### src/rtl/even_parity_checker_serial.sv
// Serial even-parity frame receiver: DATA_W data bits LSB first plus one parity bit,
// with inter-bit idle timeout and a saturating parity-error counter.
module even_parity_checker_serial #(
   parameter int unsigned DATA_W  = 3,
   parameter int unsigned TIMEOUT = 15
) (
   input  logic              clk,
   input  logic              rst,
   input  logic              bit_in,
   input  logic              bit_valid,
   output logic [DATA_W-1:0] data_out,
   output logic              frame_valid,
   output logic              parity_err,
   output logic              frame_abort,
   output logic [7:0]        err_count
);

   localparam int unsigned CNT_W     = $clog2(DATA_W + 1);
   localparam logic [7:0]  TIMEOUT_C = 8'(TIMEOUT);

   typedef enum logic [1:0] {IDLE, DATA, PARITY} state_t;

   state_t            state_q, state_d;
   logic [CNT_W-1:0]  cnt_q, cnt_d;
   logic [7:0]        idle_q, idle_d;
   logic              xor_q, xor_d;
   logic [DATA_W-1:0] shift_q, shift_d;
   logic [DATA_W-1:0] dout_q, dout_d;
   logic              perr_q, perr_d;
   logic              fv_q, fv_d;
   logic              abort_q, abort_d;
   logic [7:0]        errc_q, errc_d;
   logic [DATA_W-1:0] shift_in;
   logic              frame_bad;

   // Bits enter at the MSB and shift down, so after DATA_W bits the first one sits at bit 0.
   assign shift_in  = (shift_q >> 1) | (DATA_W'(bit_in) << (DATA_W - 1));
   assign frame_bad = xor_q ^ bit_in;

   always_comb begin
      state_d = state_q;
      cnt_d   = cnt_q;
      idle_d  = idle_q;
      xor_d   = xor_q;
      shift_d = shift_q;
      dout_d  = dout_q;
      perr_d  = perr_q;
      fv_d    = 1'b0;
      abort_d = 1'b0;
      errc_d  = errc_q;
      case (state_q)
         IDLE: begin
            if (bit_valid) begin
               shift_d = shift_in;
               xor_d   = bit_in;
               cnt_d   = CNT_W'(1);
               idle_d  = '0;
               state_d = (DATA_W == 1) ? PARITY : DATA;
            end
         end
         DATA, PARITY: begin
            if (bit_valid) begin
               idle_d = '0;
               if (state_q == DATA) begin
                  shift_d = shift_in;
                  xor_d   = xor_q ^ bit_in;
                  cnt_d   = cnt_q + CNT_W'(1);
                  if (cnt_q + CNT_W'(1) == CNT_W'(DATA_W)) state_d = PARITY;
               end else begin
                  dout_d  = shift_q;
                  perr_d  = frame_bad;
                  fv_d    = 1'b1;
                  state_d = IDLE;
                  if (frame_bad && errc_q != 8'hFF) errc_d = errc_q + 8'd1;
               end
            end else if (idle_q + 8'd1 == TIMEOUT_C) begin
               state_d = IDLE;
               idle_d  = '0;
               abort_d = 1'b1;
            end else begin
               idle_d = idle_q + 8'd1;
            end
         end
         default: state_d = IDLE;
      endcase
   end

   always_ff @(posedge clk or posedge rst) begin
      if (rst) begin
         state_q <= IDLE;
         cnt_q   <= '0;
         idle_q  <= '0;
         xor_q   <= 1'b0;
         shift_q <= '0;
         dout_q  <= '0;
         perr_q  <= 1'b0;
         fv_q    <= 1'b0;
         abort_q <= 1'b0;
         errc_q  <= '0;
      end else begin
         state_q <= state_d;
         cnt_q   <= cnt_d;
         idle_q  <= idle_d;
         xor_q   <= xor_d;
         shift_q <= shift_d;
         dout_q  <= dout_d;
         perr_q  <= perr_d;
         fv_q    <= fv_d;
         abort_q <= abort_d;
         errc_q  <= errc_d;
      end
   end

   assign data_out    = dout_q;
   assign parity_err  = perr_q;
   assign frame_valid = fv_q;
   assign frame_abort = abort_q;
   assign err_count   = errc_q;

endmodule

### config.mk
export PLATFORM = sky130hd
export DESIGN_NAME = even_parity_checker_serial
export DESIGN_NICKNAME = d
export VERILOG_FILES = /design/src/rtl/even_parity_checker_serial.sv
export SDC_FILE = /design/constraint.sdc
export NUM_CORES = 1
export LEC_CHECK = 0
export ABC_AREA = 1
export BUFFER_PORTS_ARGS = -buffer_cell sky130_fd_sc_hd__buf_2
export CORE_MARGIN = 2
export CORE_UTILIZATION = 33
export CTS_CLUSTER_SIZE = 24
export DETAILED_ROUTE_END_ITERATION = 16
export HOLD_SLACK_MARGIN = 0.02
export RECOVER_POWER = 100
export SLEW_MARGIN = 30
export SYNTH_ARGS = -nofsm -noshare
export SYNTH_HDL_FRONTEND = slang
export SYNTH_SLANG_ARGS = --single-unit
### constraint.sdc
create_clock -name clk -period 1.99 [get_ports clk]
set_input_delay 0.398 -clock clk [delete_from_list [all_inputs] [get_ports clk]]
set_output_delay 0.398 -clock clk [all_outputs]
set_load 0.01 [all_outputs]
Word-level counts from Yosys, hierarchy flattened. Index checks and enable logic that the tools add are counted. Widths: inputs -> output; s select.

Shift operators: 0. $mul: 0. Mux-type cells: 27. Equal/unequal tests: 10. $lt $le $gt $ge: 0. Div/mod/pow operators: 0. Reduce and logical (&&, ||, !) cells: 9. Add/sub/neg operators: 3. Bitwise gates (word level): 3.

Operators by type and width (number): $mux 8 (3); $add 8x1->8 const B (2); $pmux 8 s2 (1); $mux 2 (7); $mux 1 (9); $mux 3 (3); $eq 8x4->1 const B (1); $ne 8x8->1 const B (1); $pmux 2 s2 (2); $reduce_and 4->1 (2); $ne 2x2->1 const B (3); $pmux 3 s2 (1); $reduce_and 3->1 (2); $eq 2x2->1 const B (2); $ne 4x4->1 const B (1); $ne 3x3->1 const B (1); $or 2x3->3 (1); $add 2x1->2 const B (1); $eq 2x1->1 const B (1); $logic_not 2->1 (1); $pmux 1 s2 (1); $reduce_and 2->1 (1); $reduce_bool 2->1 (1); $reduce_or 2->1 (1); 3 further kinds (3).

Input port bits: 4. Output and inout port bits: 14. RAM bits: 0. Flip-flop bits (word level): 30. Memories: 0. Bits in latches: 0. Bits in read-only memories: 0.

Depth between registers and ports, before layout.
Word-level depth: 6. Mapped depth: 12. Mapped depth without buffers: 12.

Least setup slack after synthesis. Ideal clock, no wire load.

Kind: reg2reg. From: register state_q[0]. To: register errc_q[1] (netlist: err_count[1]). Clock period less this slack: 1588 ps. Setup slack: 402 ps. Cell stages (with the launch flop): 7. Arrival time: 1463 ps. Path buffers: 0. Cells stage by stage: dfrtp_1 > inv_1 > ha_1 > nand3_2 > nor2_4 > o21ai_4 > mux2_4.

Longest elaborated chain between the ends: 3. Elaborated cells on any way between the ends: 5. Classes of those cells: eq/ne (2); bitwise (1); reduce/logical (2).

Ends and longest elaborated chain: from (decl) (RTL line 23) `state_t state_q, state_d;`; from (signal assigned) (RTL line 101) `state_q <= state_d;`; $eq 2x1->1 / $eq 2x2->1 (equally long branches) (RTL line 51, 64); $reduce_or 2->1 / $not 1->1 (equally long branches); $reduce_and 4->1 (no source line) *; to (signal assigned) (RTL line 110) `errc_q <= errc_d;`; to (decl) (RTL line 32) `logic [7:0] errc_q, errc_d;`.

Mark *: on every way between the ends. The rest lies on a longest branch, timed or not. A chain may end at the register's enable or synchronous reset.

Worst setup path after layout. Ends and elaborated chain as after synthesis.

==> results.tsv <==
metric	value	unit
syn2layout_area_growth	12.9	%
cap_violations	0	
final_antenna_net_count	0	
dr.first_iter.drc_count	41	
postCtsHoldBufs	0	
ys_seq_area_share	47.3	%
status	finished clean	
drt-pass1-iter-count	6	
coreArea	4690	µm²
ir_worst_vdd	0.412	mV
root_buffer	clkbuf_8	
crit_path_end_kind	register	
multi_input_area	699	µm²
startpoint_type	register	
clkTransAtPathRegs	0.06	ns
cp.arrival	1.92	ns
layout_commonest_cell	nand2_1	
regArea	751	µm²
clkLatencyLatePin	0.28	ns
finalCriticalPeriod	1.76	ns
reg2reg_slack	0.23	ns
post_dp_cell_area	1750	µm²
cts_resized	0	
fmax	0.569	GHz
cp.required	2.15	ns
grt_pass1_wl	4.84	mm
antenna_cells	0	
cts.htree.levels	2	
yosysWarnings	0	
drt_wl_total	2.91	mm
comb_power_share	37.1	%
fin_area	1790	µm²
hold_class	in -> async	
dp_cells	251	
maxSlewHeadroom	49.0	%
final_net_count	214	
p_clk_share	22.3	%
finalSetupTns	0	ns
finalWeightedCongestion	0.743	
die_h	73.3	µm
synth.avg_cell_area	8.91	µm²
grt_pass1_vias	1082	
switching_share	40.0	%
synthesis.area	1590	µm²
cts_buffers	5	
fin_crit_sh	88.3	%
wl_per_cell	11.2	µm
cts_sinks	30	
antenna_found_initial	0	
p_leak	0.850	nW
cts_tree	yes	
netlist_instances	178	
syn_nets	188	
grt_start_max_net_pins	31	
synth_seq_cells	30	
switching_power	0.000908	W
dp_hpwl	2.07	mm
vias	1198	
fin_total_pwr	0.00227	W
power.density	1270	nW/µm²
io-pin-count	18	
placementRows	25	
intPower	0.00136	W
rsz0062_at_grt	no	
critPathKind	reg -> reg	
tightestPinTransition	0.764	ns
drive_gt1_share	12.2	%
finalSetupViolCount	0	
final_cell_mix	43 x nand2_1, 30 x dfrtp_1, 24 x inv_1	
die_area	5380	µm²
cts_buffer_depth	2	
nFillCells	486	
overflow	0	
seq_power_share	40.6	%
final_hold_viol_count	0	
drc	0	
start_util	33.8	%
critPathMaxFanout	9	
synth_cell_types	25	
layoutNonFillerInstCount	259	
fp.dieW	73.3	µm
io_buffers	17	
gr-usage-all-layers	11.9	%
finClkSkew	0.00276	ns
slew_violations	0	
whs	0.324	ns
cts_setup_buffers	0	
via_per_inst	4.63	
[final cells by class]
type                            count  share of cell area (%)
Multi-Input combinational cell    121                    39.1
Timing Repair Buffer               19                    4.47
Sequential cell                    30                    41.9
Tap cell                           54                    3.77
Clock buffer                        7                    4.82
Inverter                           27                    5.66
Clock inverter                      1                   0.280
[per-stage QoR]
step | worst slack (ns) | utilization (%)
after global placement | 0.325 | 37.4
after floorplan | 0.402 | -
after detailed placement | 0.263 | 37.4
after CTS | 0.247 | 39.3
final | 0.234 | 38.2
after global routing | 0.0774 | 38.2
[cell families after synthesis]
family | Yosys count | share of synthesized area, %
multiplexers | 4 | 3.79
AND/OR/NAND/NOR | 80 | 24.8
XOR/XNOR | 9 | 4.97
AO/OA/AOI/OAI | 22 | 7.97
adder cells (fa/ha/maj) | 6 | 4.73
flip-flops | 30 | 47.3
buffers and inverters | 27 | 6.39
[synth_stat cells (all sizes together)]
cell / count / area (µm²)
nand2: 44 / 178
dfrtp: 30 / 751
inv: 26 / 97.6
o21ai: 20 / 111
nor2: 19 / 104
nand3: 10 / 60.1
ha: 6 / 75.1
nand4: 5 / 37.5
xor2: 5 / 43.8
mux2: 4 / 60.1
xnor2: 4 / 35.0
nor3: 2 / 15.0
clkinv: 1 / 3.75
o22ai: 1 / 6.26
o32ai: 1 / 8.76
[path summary, 6_finish.rpt]
| kind | cells after the start | to | start |
|---|---|---|---|
| hold reg to reg | 2 | data_out[0] | shift_q[0] |
| hold / removal | 3 | idle_q[7] | rst |
| max in group asynchronous | 3 | data_out[0] | rst |
| setup reg to reg | 6 | err_count[1] | state_q[0] |
| min in group clk | 3 | shift_q[2] | bit_in |
| setup / recovery | 6 | err_count[1] | state_q[0] |
[critical path, stage by stage, from the launching register on]
cell and delay, ns:
dfrtp_1 0.38, inv_1 0.05, ha_1 0.34, nand3_2 0.20
nor2_4 0.15, o21ai_2 0.14, mux2_1 0.36
[flip-flops by register name, indices dropped and copies added, names as in the netlist, 2 cells and up]
signal and count:
err_count 8, data_out 3, state_q 2, cnt_q 2, shift_q 3, idle_q 8
[power groups by stage]
stage | clock network (W) | registers, W | logic [W]
final | 0.000506 | 0.000922 | 0.000843
after global placement | 0 | 0.000929 | 0.000916
after global routing | 0.000555 | 0.000953 | 0.000965
after floorplan | 0 | 0.000951 | 0.000624
after CTS | 0.000531 | 0.000922 | 0.000925
after detailed placement | 0 | 0.000930 | 0.000919
[metal layers]
layer | track usage, % | vias to the layer above | part of all wire (%)
met4 | 5.45 | 0 | 2.2
met2 | 18.3 | 14 | 43
li1 | - | 617 | -
met5 | 0 | - | 0
met3 | 4.66 | 6 | 3.9
met1 | 14.7 | 561 | 51
No activity file was read; power rests on OpenSTA's default activity.
